### src/rtl/led_rate_pkg.sv
// -----------------------------------------------------------------------------
// led_rate_pkg
//   Shared types, constants and helpers for the LED rate decoder.
//   - state_t      : decoder FSM states
//   - RATE_*       : step-rate codes as driven on the sw output
//   - rate_period  : nominal step period in clock cycles for a rate code
//   - in_window    : symmetric tolerance-window test used by the classifier
// -----------------------------------------------------------------------------
package led_rate_pkg;

  // Width of the observed counter bus.
  localparam int LED_W = 8;

  // Width of the saturating interval counter.
  localparam int CNT_W = 30;

  // Deltas (modulo 256) that count as a legal single step.
  localparam logic [LED_W-1:0] STEP_UP   = 8'h01;
  localparam logic [LED_W-1:0] STEP_DOWN = 8'hFF;

  // Rate codes, fastest first.
  localparam logic [1:0] RATE_100HZ = 2'd3;
  localparam logic [1:0] RATE_10HZ  = 2'd2;
  localparam logic [1:0] RATE_1HZ   = 2'd1;
  localparam logic [1:0] RATE_0HZ1  = 2'd0;

  typedef enum logic [1:0] {
    ST_IDLE      = 2'd0,  // no usable history; waiting for a legal step
    ST_MEASURE   = 2'd1,  // one reference strobe seen; next interval is measured
    ST_CANDIDATE = 2'd2,  // one classified interval seen; needs one confirmation
    ST_LOCKED    = 2'd3   // rate and direction confirmed; outputs trustworthy
  } state_t;

  // Nominal step period in clock cycles for the given rate code.
  function automatic logic [31:0] rate_period(input int unsigned clk_hz,
                                              input logic [1:0]  code);
    logic [31:0] p;
    case (code)
      RATE_100HZ: p = clk_hz / 32'd100;
      RATE_10HZ:  p = clk_hz / 32'd10;
      RATE_1HZ:   p = clk_hz;
      default:    p = clk_hz * 32'd10;
    endcase
    return p;
  endfunction

  // True when |n - p| <= tol, written without a signed subtraction so no
  // intermediate value can underflow.
  function automatic logic in_window(input logic [31:0] n,
                                     input logic [31:0] p,
                                     input logic [31:0] tol);
    return ((n + tol) >= p) && (n <= (p + tol));
  endfunction

endpackage

### src/rtl/led_sync_edge.sv
// -----------------------------------------------------------------------------
// led_sync_edge
//   Brings the asynchronous LED counter bus into the clk domain and detects
//   changes of its value.
//
//   Ports
//     clk     in   system clock, rising edge
//     reset   in   asynchronous active-high reset
//     led     in   observed counter value (asynchronous to clk)
//     cur     out  current synchronized value (updated with the strobe)
//     prev    out  value held before the most recent change
//     strobe  out  one-cycle pulse, three cycles after led changes; cur/prev
//                  describe that change while the strobe is high
// -----------------------------------------------------------------------------
module led_sync_edge
  import led_rate_pkg::*;
(
  input  logic             clk,
  input  logic             reset,
  input  logic [LED_W-1:0] led,
  output logic [LED_W-1:0] cur,
  output logic [LED_W-1:0] prev,
  output logic             strobe
);

  logic [LED_W-1:0] meta;
  logic [LED_W-1:0] sync;
  logic             changed;

  // A bus caught mid-transition can settle on a value that was never driven
  // for one cycle; the decoder then sees an illegal step and resynchronizes.
  assign changed = (sync != cur);

  // NOTE: all state here uses non-blocking assignments so every flop samples
  // the pre-edge value of its neighbour; blocking assignments would collapse
  // the synchronizer chain into a single stage.
  always_ff @(posedge clk or posedge reset) begin
    if (reset) begin
      meta   <= '0;
      sync   <= '0;
      cur    <= '0;
      prev   <= '0;
      strobe <= 1'b0;
    end else begin
      meta   <= led;
      sync   <= meta;
      cur    <= sync;
      strobe <= changed;
      // prev only moves on a change so it always holds the value the counter
      // stepped away from.
      if (changed) begin
        prev <= cur;
      end
    end
  end

endmodule

### src/rtl/led_rate_decoder.sv
// -----------------------------------------------------------------------------
// led_rate_decoder
//   Watches an 8-bit counter driven from another clock domain and recovers
//   its step rate and count direction from the spacing and sign of its steps.
//
//   Parameters
//     CLK_HZ     system clock frequency in Hz
//     TOL_SHIFT  interval tolerance is nominal period >> TOL_SHIFT
//
//   Ports
//     clk    in   system clock, rising edge
//     reset  in   asynchronous active-high reset
//     led    in   observed counter value (asynchronous to clk)
//     sw     out  decoded rate: 3=100 Hz, 2=10 Hz, 1=1 Hz, 0=0.1 Hz
//     ud     out  decoded direction: 1=up, 0=down
//     valid  out  sw/ud locked and trustworthy
//     err    out  one-cycle pulse on an illegal step or unclassifiable interval
// -----------------------------------------------------------------------------
module led_rate_decoder
  import led_rate_pkg::*;
#(
  parameter int unsigned CLK_HZ    = 50_000_000,
  parameter int unsigned TOL_SHIFT = 3
) (
  input  logic             clk,
  input  logic             reset,
  input  logic [LED_W-1:0] led,
  output logic [1:0]       sw,
  output logic             ud,
  output logic             valid,
  output logic             err
);

  // Nominal periods and tolerance windows, all in clock cycles.
  localparam logic [31:0] PERIOD_3 = rate_period(CLK_HZ, RATE_100HZ);
  localparam logic [31:0] PERIOD_2 = rate_period(CLK_HZ, RATE_10HZ);
  localparam logic [31:0] PERIOD_1 = rate_period(CLK_HZ, RATE_1HZ);
  localparam logic [31:0] PERIOD_0 = rate_period(CLK_HZ, RATE_0HZ1);
  localparam logic [31:0] TOL_3    = PERIOD_3 >> TOL_SHIFT;
  localparam logic [31:0] TOL_2    = PERIOD_2 >> TOL_SHIFT;
  localparam logic [31:0] TOL_1    = PERIOD_1 >> TOL_SHIFT;
  localparam logic [31:0] TOL_0    = PERIOD_0 >> TOL_SHIFT;

  // Longest interval that could still belong to the slowest rate.
  localparam logic [31:0] TIMEOUT_LIMIT = PERIOD_0 + TOL_0;

  localparam logic [CNT_W-1:0] CNT_ONE = CNT_W'(1);

  // ---------------------------------------------------------------------------
  // Synchronizer and change detection
  // ---------------------------------------------------------------------------
  logic [LED_W-1:0] cur;
  logic [LED_W-1:0] prev;
  logic             strobe;

  led_sync_edge u_sync (
    .clk    (clk),
    .reset  (reset),
    .led    (led),
    .cur    (cur),
    .prev   (prev),
    .strobe (strobe)
  );

  // ---------------------------------------------------------------------------
  // Step decode: delta is taken modulo 256, so 0xFF->0x00 is +1 and
  // 0x00->0xFF is -1 without any special casing.
  // ---------------------------------------------------------------------------
  logic [LED_W-1:0] delta;
  logic             step_up;
  logic             step_legal;

  assign delta      = cur - prev;
  assign step_up    = (delta == STEP_UP);
  assign step_legal = step_up || (delta == STEP_DOWN);

  // ---------------------------------------------------------------------------
  // Interval measurement
  //   The counter clears on the strobe edge and counts every other edge, so
  //   while the next strobe is high it holds (interval - 1). interval is the
  //   elapsed cycle count since the previous strobe.
  // ---------------------------------------------------------------------------
  logic [CNT_W-1:0] counter;
  logic [31:0]      interval;
  logic             timed_out;

  always_ff @(posedge clk or posedge reset) begin
    if (reset) begin
      counter <= '0;
    end else if (strobe) begin
      counter <= '0;
    end else if (counter != '1) begin
      counter <= counter + CNT_ONE;
    end
  end

  assign interval  = 32'(counter) + 32'd1;
  assign timed_out = (interval > TIMEOUT_LIMIT);

  // ---------------------------------------------------------------------------
  // Interval classifier, fastest rate first.
  // ---------------------------------------------------------------------------
  logic       class_hit;
  logic [1:0] class_code;

  // NOTE: every output of a combinational block gets a default before any
  // branch; a path that leaves one unassigned would infer a latch.
  always_comb begin
    class_hit  = 1'b1;
    class_code = RATE_0HZ1;
    if (in_window(interval, PERIOD_3, TOL_3)) begin
      class_code = RATE_100HZ;
    end else if (in_window(interval, PERIOD_2, TOL_2)) begin
      class_code = RATE_10HZ;
    end else if (in_window(interval, PERIOD_1, TOL_1)) begin
      class_code = RATE_1HZ;
    end else if (in_window(interval, PERIOD_0, TOL_0)) begin
      class_code = RATE_0HZ1;
    end else begin
      class_hit = 1'b0;
    end
  end

  // ---------------------------------------------------------------------------
  // Lock FSM
  // ---------------------------------------------------------------------------
  state_t     state;
  state_t     state_next;
  logic [1:0] cand_code;
  logic [1:0] cand_code_next;
  logic       cand_dir;
  logic       cand_dir_next;
  logic [1:0] sw_next;
  logic       ud_next;
  logic       valid_next;
  logic       err_next;
  logic       good_step;

  // A step that can feed the lock logic: legal delta and a recognizable rate.
  assign good_step = step_legal && class_hit;

  always_comb begin
    state_next     = state;
    cand_code_next = cand_code;
    cand_dir_next  = cand_dir;
    sw_next        = sw;
    ud_next        = ud;
    valid_next     = valid;
    err_next       = 1'b0;

    if (strobe) begin
      // A strobe always wins over a simultaneous timeout.
      if (state == ST_IDLE) begin
        // No previous strobe to measure against, so only the delta matters.
        if (step_legal) begin
          state_next = ST_MEASURE;
        end else begin
          err_next = 1'b1;
        end
      end else if (!good_step) begin
        err_next   = 1'b1;
        valid_next = 1'b0;
        state_next = ST_MEASURE;
      end else begin
        case (state)
          ST_MEASURE: begin
            state_next     = ST_CANDIDATE;
            cand_code_next = class_code;
            cand_dir_next  = step_up;
          end
          ST_CANDIDATE: begin
            if ((class_code == cand_code) && (step_up == cand_dir)) begin
              state_next = ST_LOCKED;
              sw_next    = cand_code;
              ud_next    = cand_dir;
              valid_next = 1'b1;
            end else begin
              // Not a confirmation: this step becomes the new candidate.
              cand_code_next = class_code;
              cand_dir_next  = step_up;
            end
          end
          ST_LOCKED: begin
            if ((class_code != sw) || (step_up != ud)) begin
              state_next     = ST_CANDIDATE;
              cand_code_next = class_code;
              cand_dir_next  = step_up;
              valid_next     = 1'b0;
            end
          end
          default: begin
            state_next = ST_IDLE;
          end
        endcase
      end
    end else if ((state != ST_IDLE) && timed_out) begin
      // The counter has stopped or slowed below the slowest rate; this is
      // not an error, just loss of signal. sw/ud keep their last lock.
      state_next = ST_IDLE;
      valid_next = 1'b0;
    end
  end

  // NOTE: the reset branch covers every flop in the block so nothing powers
  // up in an unknown state; there are no memories here that would be left
  // out of reset.
  always_ff @(posedge clk or posedge reset) begin
    if (reset) begin
      state     <= ST_IDLE;
      cand_code <= RATE_0HZ1;
      cand_dir  <= 1'b0;
      sw        <= RATE_0HZ1;
      ud        <= 1'b0;
      valid     <= 1'b0;
      err       <= 1'b0;
    end else begin
      state     <= state_next;
      cand_code <= cand_code_next;
      cand_dir  <= cand_dir_next;
      sw        <= sw_next;
      ud        <= ud_next;
      valid     <= valid_next;
      err       <= err_next;
    end
  end

endmodule

### config.mk
export PLATFORM = sky130hd
export DESIGN_NAME = led_rate_decoder
export DESIGN_NICKNAME = d
export VERILOG_FILES = /design/src/rtl/led_rate_pkg.sv /design/src/rtl/led_sync_edge.sv /design/src/rtl/led_rate_decoder.sv
export SDC_FILE = /design/constraint.sdc
export NUM_CORES = 1
export LEC_CHECK = 0
export ABC_AREA = 1
export BUFFER_PORTS_ARGS = -buffer_cell sky130_fd_sc_hd__clkbuf_2
export CORE_MARGIN = 5
export CORE_UTILIZATION = 38
export DETAILED_ROUTE_END_ITERATION = 10
export SETUP_SLACK_MARGIN = 0.3
export SYNTH_ARGS = -nofsm -noshare
export SYNTH_HDL_FRONTEND = slang
export SYNTH_HIERARCHICAL = 1
export SYNTH_SLANG_ARGS = --single-unit
### constraint.sdc
create_clock -name clk -period 5.4 [get_ports clk]
set_input_delay 0.27 -clock clk [delete_from_list [all_inputs] [get_ports clk]]
set_output_delay 0.27 -clock clk [all_outputs]
set_load 0.01 [all_outputs]
==> metrics.md <==
| Metric | Value |
|---|---|
| Reg clk slew, reported paths | 0.07 ns |
| Post-CTS Setup Bufs | 0 |
| Final Cycle Share | 0.825 |
| F_max | approximately 220 MHz |
| IO buf count | 14 |
| Final setup vio count | 0 |
| Most common cell after layout, fill and taps aside | nand2_1 |
| DR iter-0 viols | roughly 840 |
| Filler instances | between 2000 and 2500 |
| Initial antenna violation count | 0 |
| Leakage | between 4 and 5 nW |
| P per Cell Area | roughly 140 mW/mm^2 |
| PostCTS Resize Cnt | 0 |
| Critical-path maximum fanout | 13 |
| Post-Syn Instances | ~1400 |
| # clock sinks | 73 |
| Synth Net Count | between 1000 and 1500 |
| CP Class | register to register |
| Non-filler cells, final | between 1500 and 2000 |
| Vias in the first global route | about 8300 |
| N_diodes | 0 |
| Top-area cell type share of the netlist area | 0.224 |
| Leading post-synthesis cells by cell area | dfrtp_1 22%, nand2_1 22%, nand3_1 9.1% |
| Residual DRC | 0 |
| First-pass GRT wire length | ~44 mm |
| Num rows | 53 |
| Final max-slew violation count | 0 |
| Vias | approximately 9000 |
| HP Class | input port to async pin |
| Pre-CTS setup slack | between 0.9 and 1 ns |
| Clk buf depth | 2 |
| Slowest cell on crit path | dfrtp_1 |
| TritonCTS buffer count | 9 |
| PnR worst setup slack | approximately 0.94 ns |
| Antenna-violating nets left | 0 |
| Unique masters post-synth | a little under 50 |
| Detailed Place HPWL | approximately 21 mm |
| Post-synthesis sequential area ratio | 0.224 |
| Synth area leader | dfrtp_1 |
| Slowest stage delay, CP | roughly 0.44 ns |
| Slew headroom | 0.455 |
| RSZ-0062 raised after global routing | false |
| Synth Cell Area | about 0.0081 sq mm |
| Max cap viols | 0 |
| Crit end category | register |
| Critical path data arrival time | 4.70 ns |
| R2R Setup Slk | between 0.9 and 1 ns |
| Final wirelength | around 28 mm |
| R2R depth | 31 |
| Clk_lat worst skew | between 0.3 and 0.4 ns |
| Cell mode on critical path | nand2_1 |
| Final #Nets | about 1400 |
| Gpl congestion | 0.976 |
| Warnings, synthesis | 6 |
| Initial Utilization | 0.386 |
| Most frequent cells in the layout | 476 x nand2_1, 169 x nor2_1, 148 x nand3_1 |
| Final hold viol count | 0 |
| Multi-input logic area | ~0.0056 sq mm |
| Synth Register Bits | 73 |
| CTS tree | done |
| Worst Clk Skew | 0.0130 ns |
| Largest net degree at the start of global routing | a little over 40 |
| Syn avg cell area | between 5 and 6 sq um |
| Die X | roughly 160 microns |
| Worst slew pin tran | around 0.82 ns |
| Drt pass-1 iters | 5 |
| DIE AREA | between 0.02 and 0.025 sq mm |
| GR Overflow Total | 0 |
| Die Ht | roughly 160 microns |
| Share of cells above drive strength 1 | 0.111 |
| Worst IR Drop VDD | roughly 0.00016 V |
| CTS H-tree lvls | 3 |
| Min cycle time layout | 4.46 ns |
| CTS Root Cell | clkbuf_16 |
| Number of placed cells counting well taps | 1643 |
| Core box area | around 0.021 sq mm |
| Outcome | finished, final reports clean |
| Startpoint Class | register |
| Vias per cell | around 5.4 |
| Worst Path Required | approximately 5.6 ns |
| Post-route setup TNS | 0 ns |
| Layout Area Growth over Synthesis | 7.39% |
| Routed len/inst | roughly 17 microns |
| Cts hold-fix bufs | 0 |
| Gr usage total | 0.224 |
| Flip-flop and latch area | ~0.0018 sq mm |
| I/O Pins | 15 |
[metal layers]
metal / vias to the layer above / part of all wire / global-route usage
li1: 4444 / - / -
met1: 4071 / 0.43 / 0.297
met2: 387 / 0.46 / 0.369
met3: 72 / 0.078 / 0.0371
met4: 0 / 0.033 / 0.0806
met5: - / 0 / 0
[through the flow]
step	area (sq um)	hold WS [ns]	utilization	total power, mW
4_1_cts	8750	0.00824	0.415	1.24
6_report	8750	0.000211	0.415	1.22
5_1_grt	8750	0.0106	0.415	1.27
2_1_floorplan	8140	0.301	-	0.631
3_5_place_dp	8460	0.336	0.401	0.650
3_3_place_gp	8460	0.335	0.401	0.648
[worst paths after layout]
check / end / startpoint
max: cand_dir$_DFFE_PP0P_ / counter[0]$_DFFE_PP0P_
min: u_sync/prev[3]$_DFFE_PP0P_ / reset
max reg2reg: cand_dir$_DFFE_PP0P_ / counter[0]$_DFFE_PP0P_
min reg2reg: u_sync/sync[1]$_DFF_PP0_ / u_sync/meta[1]$_DFF_PP0_
max in group asynchronous: counter[23]$_DFFE_PP0P_ / reset
min in group clk: u_sync/meta[6]$_DFF_PP0_ / led[6]
[area by class of cell]
type	instances	share of cell area
clock buffers	9	0.0258
clock inverters	7	0.00715
inverters	138	0.0595
multi-input cells	1133	0.643
flip-flops and latches	73	0.209
well taps	275	0.0393
repair buffers	24	0.0166
[registers in the layout, summed over array words and instances, names as in the netlist]
| register | cells |
|---|---|
| cand_code | 2 |
| cand_dir | 1 |
| counter | 30 |
| err | 1 |
| state | 2 |
| sw | 2 |
| u_sync/cur | 8 |
| u_sync/meta | 8 |
| u_sync/prev | 8 |
| u_sync/strobe | 1 |
| u_sync/sync | 8 |
| ud | 1 |
| valid | 1 |
[cells in the mapped netlist, drive strengths merged]
| library cell | number |
|---|---|
| nor4 | 9 |
| nand2 | 526 |
| xor2 | 32 |
| nor4b | 1 |
| xnor2 | 9 |
| nand3 | 158 |
| a21boi | 2 |
| clkbuf | 7 |
| nand3b | 4 |
| a21oi | 60 |
| a31o | 1 |
| nand4 | 39 |
| dfrtp | 73 |
| nor3 | 16 |
| o21ai | 45 |
| buf | 20 |
| or2 | 2 |
| nor2 | 196 |
| a21o | 1 |
| a211oi | 2 |
| a41oi | 1 |
| inv | 136 |
| a31oi | 3 |
| clkinv | 2 |
| fa | 1 |
| o22ai | 2 |
| o31ai | 1 |
| ha | 19 |
| o21bai | 3 |
[report_power, final]
group / total [mW] / internal (mW) / switching [mW]
sequential: 0.568 / 0.559 / 0.00840
clock: 0.582 / 0.320 / 0.262
combinational: 0.0698 / 0.0253 / 0.0445
total: 1.22 / 0.904 / 0.315
[critical path, delay by kind of cell, from the launching register on]
| kind | cells | cell delay (ns) |
|---|---|---|
| buf+inv | 2 | 0.32 |
| flops | 1 | 0.44 |
| simple gates | 26 | 2.88 |
| compound gates | 1 | 0.23 |
| fa+ha+maj | 2 | 0.48 |
[kinds of logic after synthesis]
logic type	Yosys count	share of synthesized area
xor+xnor	41	0.0441
buf+inv	165	0.0854
simple gates	951	0.532
flops	73	0.224
compound gates	121	0.0830
fa+ha+maj	20	0.0316
(Power assumes the default switching activity.)
